--- config.mk ---
export PLATFORM = sky130hd
export DESIGN_NAME = data_mem_arbiter
export DESIGN_NICKNAME = d
export VERILOG_FILES = /design/src/rtl/data_mem_arbiter.sv
export SDC_FILE = /design/constraint.sdc
export NUM_CORES = 1
export LEC_CHECK = 0
export CORE_ASPECT_RATIO = 0.5
export CORE_UTILIZATION = 49
export CTS_CLUSTER_DIAMETER = 200
export DETAILED_ROUTE_END_ITERATION = 8
export GPL_ROUTABILITY_DRIVEN = 0
export PLACE_DENSITY = 0.93
export SLEW_MARGIN = 25
export SYNTH_ARGS = -nofsm -noshare
export SYNTH_HDL_FRONTEND = slang
export SYNTH_SLANG_ARGS = --single-unit
--- constraint.sdc ---
create_clock -name clk -period 4.6 [get_ports clk]
set_input_delay 0.69 -clock clk [delete_from_list [all_inputs] [get_ports clk]]
set_output_delay 0.69 -clock clk [all_outputs]
set_load 0.1 [all_outputs]
--- src/rtl/data_mem_arbiter.sv ---
// Two-port round-robin arbiter in front of a single-ported word memory.
// Handles byte/half/word loads with extension and byte/half stores by read-modify-write.
module data_mem_arbiter #(
   parameter int ADDR_W = 8
) (
   input  logic        clk,
   input  logic        rst,
   input  logic        a_req,
   input  logic        a_we,
   input  logic [1:0]  a_size,
   input  logic        a_uns,
   input  logic [31:0] a_addr,
   input  logic [31:0] a_wdata,
   output logic        a_ready,
   output logic [31:0] a_rdata,
   output logic        a_err,
   input  logic        b_req,
   input  logic        b_we,
   input  logic [1:0]  b_size,
   input  logic        b_uns,
   input  logic [31:0] b_addr,
   input  logic [31:0] b_wdata,
   output logic        b_ready,
   output logic [31:0] b_rdata,
   output logic        b_err,
   output logic [31:0] mem_addr,
   output logic [31:0] mem_wdata,
   output logic        mem_we,
   input  logic [31:0] mem_rdata
);

   typedef enum logic [1:0] {IDLE, ACCESS, WRITE, DONE} state_t;

   state_t      state;
   logic        grant_b;
   logic        last_b;
   logic        we_q;
   logic        uns_q;
   logic        err_q;
   logic [1:0]  size_q;
   logic [31:0] addr_q;
   logic [31:0] wdata_q;
   logic [31:0] rdata_q;
   logic [31:0] merge_q;

   logic        pick_b;
   logic        word_store;
   logic        req_err;
   logic [4:0]  lane_shift;
   logic [31:0] lane_word;
   logic [31:0] lane_mask;
   logic [31:0] load_val;
   logic [31:0] merged;

   // With both ports asking, the one that did not win last time gets the memory.
   assign pick_b     = b_req && (!a_req || !last_b);
   assign word_store = we_q && (size_q == 2'b10);
   assign lane_shift = {addr_q[1:0], 3'b000};

   always_comb begin
      req_err = 1'b0;
      if (size_q == 2'b11)
         req_err = 1'b1;
      if ((size_q == 2'b01) && addr_q[0])
         req_err = 1'b1;
      if ((size_q == 2'b10) && (addr_q[1:0] != 2'b00))
         req_err = 1'b1;
      if ((addr_q >> (ADDR_W + 2)) != 32'd0)
         req_err = 1'b1;
   end

   always_comb begin
      lane_word = mem_rdata >> lane_shift;
      load_val  = mem_rdata;
      case (size_q)
         2'b00:   load_val = uns_q ? {24'd0, lane_word[7:0]}
                                   : {{24{lane_word[7]}}, lane_word[7:0]};
         2'b01:   load_val = uns_q ? {16'd0, lane_word[15:0]}
                                   : {{16{lane_word[15]}}, lane_word[15:0]};
         default: load_val = mem_rdata;
      endcase
   end

   // Sub-word stores splice the new lane into the word just read back.
   assign lane_mask = ((size_q == 2'b00) ? 32'h0000_00FF : 32'h0000_FFFF) << lane_shift;
   assign merged    = (mem_rdata & ~lane_mask) | ((wdata_q << lane_shift) & lane_mask);

   assign mem_addr  = 32'(addr_q[ADDR_W+1:2]);
   assign mem_we    = !rst && (((state == ACCESS) && !req_err && word_store) || (state == WRITE));
   assign mem_wdata = !mem_we ? 32'd0 : ((state == WRITE) ? merge_q : wdata_q);

   always_ff @(posedge clk) begin
      if (rst) begin
         state   <= IDLE;
         grant_b <= 1'b0;
         last_b  <= 1'b1;
         we_q    <= 1'b0;
         uns_q   <= 1'b0;
         size_q  <= 2'b00;
         addr_q  <= 32'd0;
         wdata_q <= 32'd0;
         rdata_q <= 32'd0;
         merge_q <= 32'd0;
         err_q   <= 1'b0;
      end else begin
         case (state)
            IDLE: begin
               if (a_req || b_req) begin
                  grant_b <= pick_b;
                  last_b  <= pick_b;
                  we_q    <= pick_b ? b_we    : a_we;
                  size_q  <= pick_b ? b_size  : a_size;
                  uns_q   <= pick_b ? b_uns   : a_uns;
                  addr_q  <= pick_b ? b_addr  : a_addr;
                  wdata_q <= pick_b ? b_wdata : a_wdata;
                  state   <= ACCESS;
               end
            end
            ACCESS: begin
               err_q   <= req_err;
               rdata_q <= 32'd0;
               if (req_err || word_store) begin
                  state <= DONE;
               end else if (!we_q) begin
                  rdata_q <= load_val;
                  state   <= DONE;
               end else begin
                  merge_q <= merged;
                  state   <= WRITE;
               end
            end
            WRITE:   state <= DONE;
            default: state <= IDLE;
         endcase
      end
   end

   assign a_ready = (state == DONE) && !grant_b;
   assign b_ready = (state == DONE) && grant_b;
   assign a_err   = a_ready && err_q;
   assign b_err   = b_ready && err_q;
   assign a_rdata = a_ready ? rdata_q : 32'd0;
   assign b_rdata = b_ready ? rdata_q : 32'd0;

endmodule
==> results.py <==
metrics = {
    "power_and_ir_drop": {
        "p_per_area_nw_per_um2": 490,
        "pwr-share-clk_pct": 26.6,
        "p_seq_share_pct": 29.8,
        "p_total_mw": 5.59,
        "power_frac_comb_pct": 43.6,
        "switching_share_pct": 43.7,
        "internal-power_mw": 3.14,
        "peakVddDrop_uv": 391,
        "p_leak_nw": 4.57,
        "p_sw_mw": 2.44,
    },
    "clock_tree": {
        "clock_sinks": 137,
        "post-cts-setup-buffers": 0,
        "cts_tree": "yes",
        "cts_resized": 0,
        "cts_max_level": 4,
        "clk_path_buf_depth": 2,
        "clk_latency_ns": 0.42,
        "clk_pin_slew_ns": 0.06,
        "cts_root_buffer": "clkbuf_16",
        "cts_hold_buf": 0,
        "cts_made_buffers": 17,
    },
    "sta": {
        "rsz0062_at_grt": "no",
        "finClkSkew_ns": 0.0110,
        "fin_crit_sh_pct": 82.0,
        "tns_ns": 0,
        "drv_slew": 0,
        "setup_viol": 0,
        "maxSlewHeadroom_pct": 30.6,
        "finalHoldViolCount": 0,
        "post-route-min-period_ns": 3.77,
        "fmax_mhz": 265,
        "worstMarginPinSlew_ns": 1.04,
    },
    "cells_and_area": {
        "filler_cell_count": 1185,
        "area_growth_syn_to_layout_pct": 36.6,
        "finish.net_count": 1354,
        "fin_util_pct": 69.0,
        "drive_above_1_share_pct": 12.2,
        "num_antenna_cells": 0,
        "final_area_um2": 11400,
    },
    "setup_path": {
        "critPathMaxStageDelay_ns": 1.14,
        "crit_cells": 3,
        "end_kind": "output port",
        "worstSetupPathType": "register to output port",
        "r2r_cells": 5,
        "cp.required_ns": 3.91,
        "crit_family": "buffers and inverters",
        "worstPathArrival_ns": 3.08,
        "rr_startpoint": "addr_q[0]",
        "start_kind": "register",
        "crit_chain": "ha_1, and3_1, clkdlybuf4s50_1",
        "critPathMaxFanout": 37,
        "critPathBufInv": 1,
        "worstSetupStartpoint": "state[0]",
        "cp_slowest_cell": "clkdlybuf4s50_1",
    },
    "grt": {
        "antenna_found_initial": 0,
        "grt_pass1_wl_um": 40400,
        "grt_pass1_vias": 7711,
        "grtUsageTotal_pct": 29.1,
        "grt_max_degree": 98,
        "grt_overflow_total": 0,
    },
    "yosys": {
        "synth_edf_count": 0,
        "ys_ff_latch": 137,
        "async_flop_share_pct": 0,
        "synthCells": 971,
        "yosysWarnings": 0,
        "synth_top_area_share_pct": 32.9,
        "ys_types": 56,
        "synthTopCellsByCount": "dfxtp_1, mux2i_1, nor2_1",
        "syn_area_per_cell_um2": 8.59,
        "synth.most_common_cell": "dfxtp_1",
        "synthTopCellsByArea": "dfxtp_1, mux2i_1, a211oi_1",
        "syn_area_um2": 8340,
        "seq_area_frac_synth_pct": 32.9,
        "synth_top_cell_by_area": "dfxtp_1",
        "synth_top_flop_cell": "dfxtp_1",
    },
    "routing": {
        "drtAntennaViolNets": 0,
        "drc_errors": 0,
        "wl_per_cell_um": 18.5,
        "first_pass_iters": 8,
        "first_iter_violations": 810,
        "vias_per_cell": 5.83,
        "routed_wirelength_um": 26300,
        "via_count": 8266,
    },
    "place": {
        "portBuffers": 280,
        "placement.cell_area_um2": 10800,
        "dp_hpwl_um": 18200,
    },
    "floorplan": {
        "start_util_pct": 50.5,
        "die_w_um": 187,
        "die_area_um2": 17600,
        "io_pins": 305,
        "die_h_um": 94.3,
        "std_cell_rows": 33,
        "core-area_um2": 16500,
    },
    "worst_hold_path": {
        "worstHoldPathCells": 2,
        "min_from": "rdata_q[28]",
        "min_path_type": "register to register",
    },
    "run_status": {
        "status": "complete, no violations",
    },
    "job": {
        "maxCapViolCount": 0,
    },
}
## layout make-up
type                            count  area, um2  area share (%)
Timing Repair Buffer              291       2720            23.8
Sequential cell                   137       2750            24.1
Clock buffer                       19        433            3.80
Tap cell                          227        284            2.49
Clock inverter                     13        194            1.70
Inverter                           12       45.0           0.395
Multi-Input combinational cell    719       4980            43.7
## kinds of logic (layout without fill, tap and decap cells)
kind of cell,Yosys count,count (layout),share of synthesized area [%]
compound gates,213,213,18.0
mux,150,150,19.0
other cells,1,24,0.0449
simple gates,328,328,20.7
flops,137,137,32.9
fa+ha+maj,4,4,0.600
buf+inv,138,335,8.79
## power by group through the flow
stage	Combinational [mW]	Clock, mW	Sequential, mW
after floorplan	1.95	0	1.55
after global placement	2.28	0	1.65
after detailed placement	2.35	0	1.67
after CTS	2.40	1.48	1.65
after global routing	2.60	1.55	1.68
final	2.44	1.48	1.67
## worst min-delay path: cells and delay by family, from the launching register on
family	cells	cell delay, ns
and+or+nand+nor	1	0.05
DFF	1	0.32
AOI/OAI and AO/OA	1	0.05
## through the flow
stage	worst slack, ns	hold WS (ns)	cells
2_1_floorplan	0.540	0.431	994
3_3_place_gp	1.42	0.452	1386
3_5_place_dp	1.31	0.460	1386
4_1_cts	0.862	0.468	1418
5_1_grt	0.685	0.495	1418
6_report	0.828	0.468	1418
## registers in the layout, summed over array words and instances, names as in the netlist, 2 cells and up
| register | count |
|---|---|
| rdata_q | 32 |
| merge_q | 32 |
| wdata_q | 32 |
| size_q | 2 |
| addr_q | 32 |
| state | 2 |
## metal layers
| metal | vias up | wire (um) | GRT usage, % |
|---|---|---|---|
| li1 | 3860 | - | - |
| met1 | 3875 | 10500 | 35.3 |
| met2 | 450 | 12700 | 49.4 |
| met3 | 81 | 2260 | 6.35 |
| met4 | 0 | 827 | 14.1 |
| met5 | - | 0 | 0 |
## final timing paths
| check | to | slack, ns |
|---|---|---|
| setup / recovery | b_rdata[30] | 0.83 |
| hold / removal | rdata_q[28] | 0.47 |
| hold reg to reg | rdata_q[28] | 0.47 |
| setup reg to reg | merge_q[22] | 1.96 |
## cells in the final DEF, fill, tap and decap left out, types with 8 or more instances in the layout
| cell | Yosys | routed |
|---|---|---|
| mux2i_1 | 133 | 133 |
| nand2b_1 | 20 | 20 |
| clkdlybuf4s50_1 | 0 | 212 |
| nor3_1 | 33 | 33 |
| o21ai_0 | 38 | 38 |
| and2_1 | 34 | 34 |
| mux2_4 | 14 | 14 |
| o22ai_1 | 8 | 8 |
| buf_4 | 39 | 79 |
| nor3b_1 | 9 | 9 |
| inv_1 | 12 | 12 |
| conb_1 | 1 | 24 |
| clkbuf_16 | 0 | 17 |
| nand2_1 | 44 | 44 |
| a211oi_1 | 74 | 74 |
| or3_1 | 8 | 8 |
| a32o_1 | 8 | 8 |
| nor2_1 | 99 | 98 |
| nor2b_1 | 21 | 21 |
| a21oi_1 | 29 | 29 |
| dfxtp_1 | 137 | 135 |
| a211o_1 | 8 | 8 |
| o31ai_1 | 17 | 17 |
| and3_1 | 34 | 34 |
| o21bai_1 | 9 | 9 |
Power figures use the tool's default switching activity.
==> variant: new RTL, same flow settings <==
The parameter `ADDR_W` goes from 8 to 9.
--- a/src/rtl/data_mem_arbiter.sv
+++ b/src/rtl/data_mem_arbiter.sv
@@ -3,3 +3,3 @@
 module data_mem_arbiter #(
-   parameter int ADDR_W = 8
+   parameter int ADDR_W = 9
 ) (
Check against the original RTL: not equivalent (Yosys sat finds a counterexample within 4 cycles, from zero or initial values and one cycle with rst high).
==> variant against the original RTL <==
Clock skew fell by 0.00080 ns. Design area fell by 0.63%. Sequential cell count did not move. Worst setup slack got worse by 0.033 ns. Total power fell by 1.2%. Wire length barely moved. Synthesized cell count fell by 0.82%. Synthesized area fell by 1.9%. Largest power group unchanged.
==> variant: results (changes against the original RTL) <==
\begin{tabular}{lr}
\hline
Metric & Value \\
\hline
\multicolumn{2}{l}{\textbf{Run status}} \\
Run status & completed \\
\multicolumn{2}{l}{\textbf{Cells and area}} \\
\#MultiIn Comb & 717 (-0.28\%) \\
Register share of the cell area & 0.242 (+0.00129) \\
Number of buffers other than clock buffers in the final layout & 294 (+1.0\%) \\
Clock buffer count in the final layout & 23 (+4) \\
Signal buf overhead & 0.244 (+0.00592) \\
Area used by multi-input combinational logic & 0.00490 mm2 (-1.7\%) \\
\multicolumn{2}{l}{\textbf{Critical path}} \\
Reg2reg end & rdata\_q[7] \\
Largest fanout on the critical path & 33 (-11\%) \\
Largest stage delay, worst path & 0.84 ns (-0.30 ns) \\
Reg2reg setup slack & 1.92 ns (-0.04 ns) \\
Top Family by Delay on Critical Path & compound AO/OA/AOI/OAI gates \\
Crit path launch & size\_q[0] \\
Data arrival, critical path & 3.11 ns (+0.03 ns) \\
\multicolumn{2}{l}{\textbf{Global routing}} \\
Pin count of the biggest net entering global routing & 96 (-2.0\%) \\
Number of global-route vias before repair & 7935 (+2.9\%) \\
Total track usage & 0.308 (+0.0169) \\
Global-route wire length before repair & 41400 um (+2.5\%) \\
\multicolumn{2}{l}{\textbf{Place}} \\
Instance area after placement & 0.0107 mm2 (-0.46\%) \\
Buffers added on ports & 281 (+0.36\%) \\
\multicolumn{2}{l}{\textbf{Yosys}} \\
Arithmetic-cell share of the synthesized area counting full adders, half adders and majority gates & 0.00612 (+0.000119) \\
Synth top cells by count & nor2\_1, dfxtp\_1, mux2i\_1 \\
Synthesized-area fraction occupied by ao, oa, aoi and oai cells & 0.182 (+0.00189) \\
Proportion of synthesized area in mux cells & 0.194 (+0.00347) \\
Xor/xnor share of the synthesized area & 0.00107 (+0.00107) \\
Count of distinct cell types in the synthesized netlist & 54 (-3.6\%) \\
Most area-consuming cells after synthesis & dfxtp\_1, mux2i\_1, a211oi\_1 \\
\multicolumn{2}{l}{\textbf{Drt}} \\
Total via count after detailed routing & 8130 (-1.6\%) \\
Detailed-router iteration count before antenna repair & 5 (-3) \\
\multicolumn{2}{l}{\textbf{STA}} \\
Largest clock skew in the final design & 0.0102 ns (-0.000797 ns) \\
\multicolumn{2}{l}{\textbf{Power and ir drop}} \\
Maximum VDD drop & 0.441 mV (+13\%) \\
Lkg Pwr & 4.61 nW (+0.93\%) \\
\multicolumn{2}{l}{\textbf{Floorplanning}} \\
Cell row count & 32 (-3.0\%) \\
\hline
\end{tabular}
[variant: changes by cell type in the layout (fill, tap and decap cells not counted), sizes merged, moves of 5 or more]
cell	change
nor3b	-8
a22oi	+8
inv	-5
o22ai	-8
o2bb2ai	+7
nor3	-30
o31ai	+6
nor2	+46
o21ai	-10
a311oi	+7
a21oi	-8
nand3b	-6
o2111ai	-7
[variant: metrics by stage]
step | hold slack, ns | total power [mW] | cells | setup WS [ns] | utilization
2_1_floorplan | 0.426 | 3.44 | 985 | 1.03 | -
3_3_place_gp | 0.458 | 3.96 | 1380 | 1.37 | 0.676
3_5_place_dp | 0.461 | 4.05 | 1380 | 1.23 | 0.676
4_1_cts | 0.472 | 5.47 | 1412 | 0.789 | 0.714
5_1_grt | 0.485 | 5.78 | 1412 | 0.688 | 0.714
6_report | 0.469 | 5.52 | 1412 | 0.795 | 0.714
[variant: power by group through the flow]
stage	clock network (mW)	logic, mW	registers [mW]
after floorplan	0	1.88	1.56
after global placement	0	2.33	1.64
after detailed placement	0	2.40	1.66
after CTS	1.40	2.43	1.63
after global routing	1.47	2.65	1.66
final	1.40	2.47	1.65
[variant: per-layer routing]
layer	up-vias	track usage	wire [um]
li1	3806	-	-
met5	-	0	0
met1	3834	0.381	11000
met4	0	0.123	702
met2	421	0.519	12300
met3	69	0.0728	2270
[variant: worst min path at each step]
stage	startpoint	endpoint	slack (ns)
floorplan	rdata_q[30]	rdata_q[30]	0.43
global placement	rdata_q[2]	rdata_q[2]	0.46
detailed placement	rdata_q[11]	rdata_q[11]	0.46
CTS	rdata_q[11]	rdata_q[11]	0.47
global route	rdata_q[11]	rdata_q[11]	0.48
finish	rdata_q[11]	rdata_q[11]	0.47
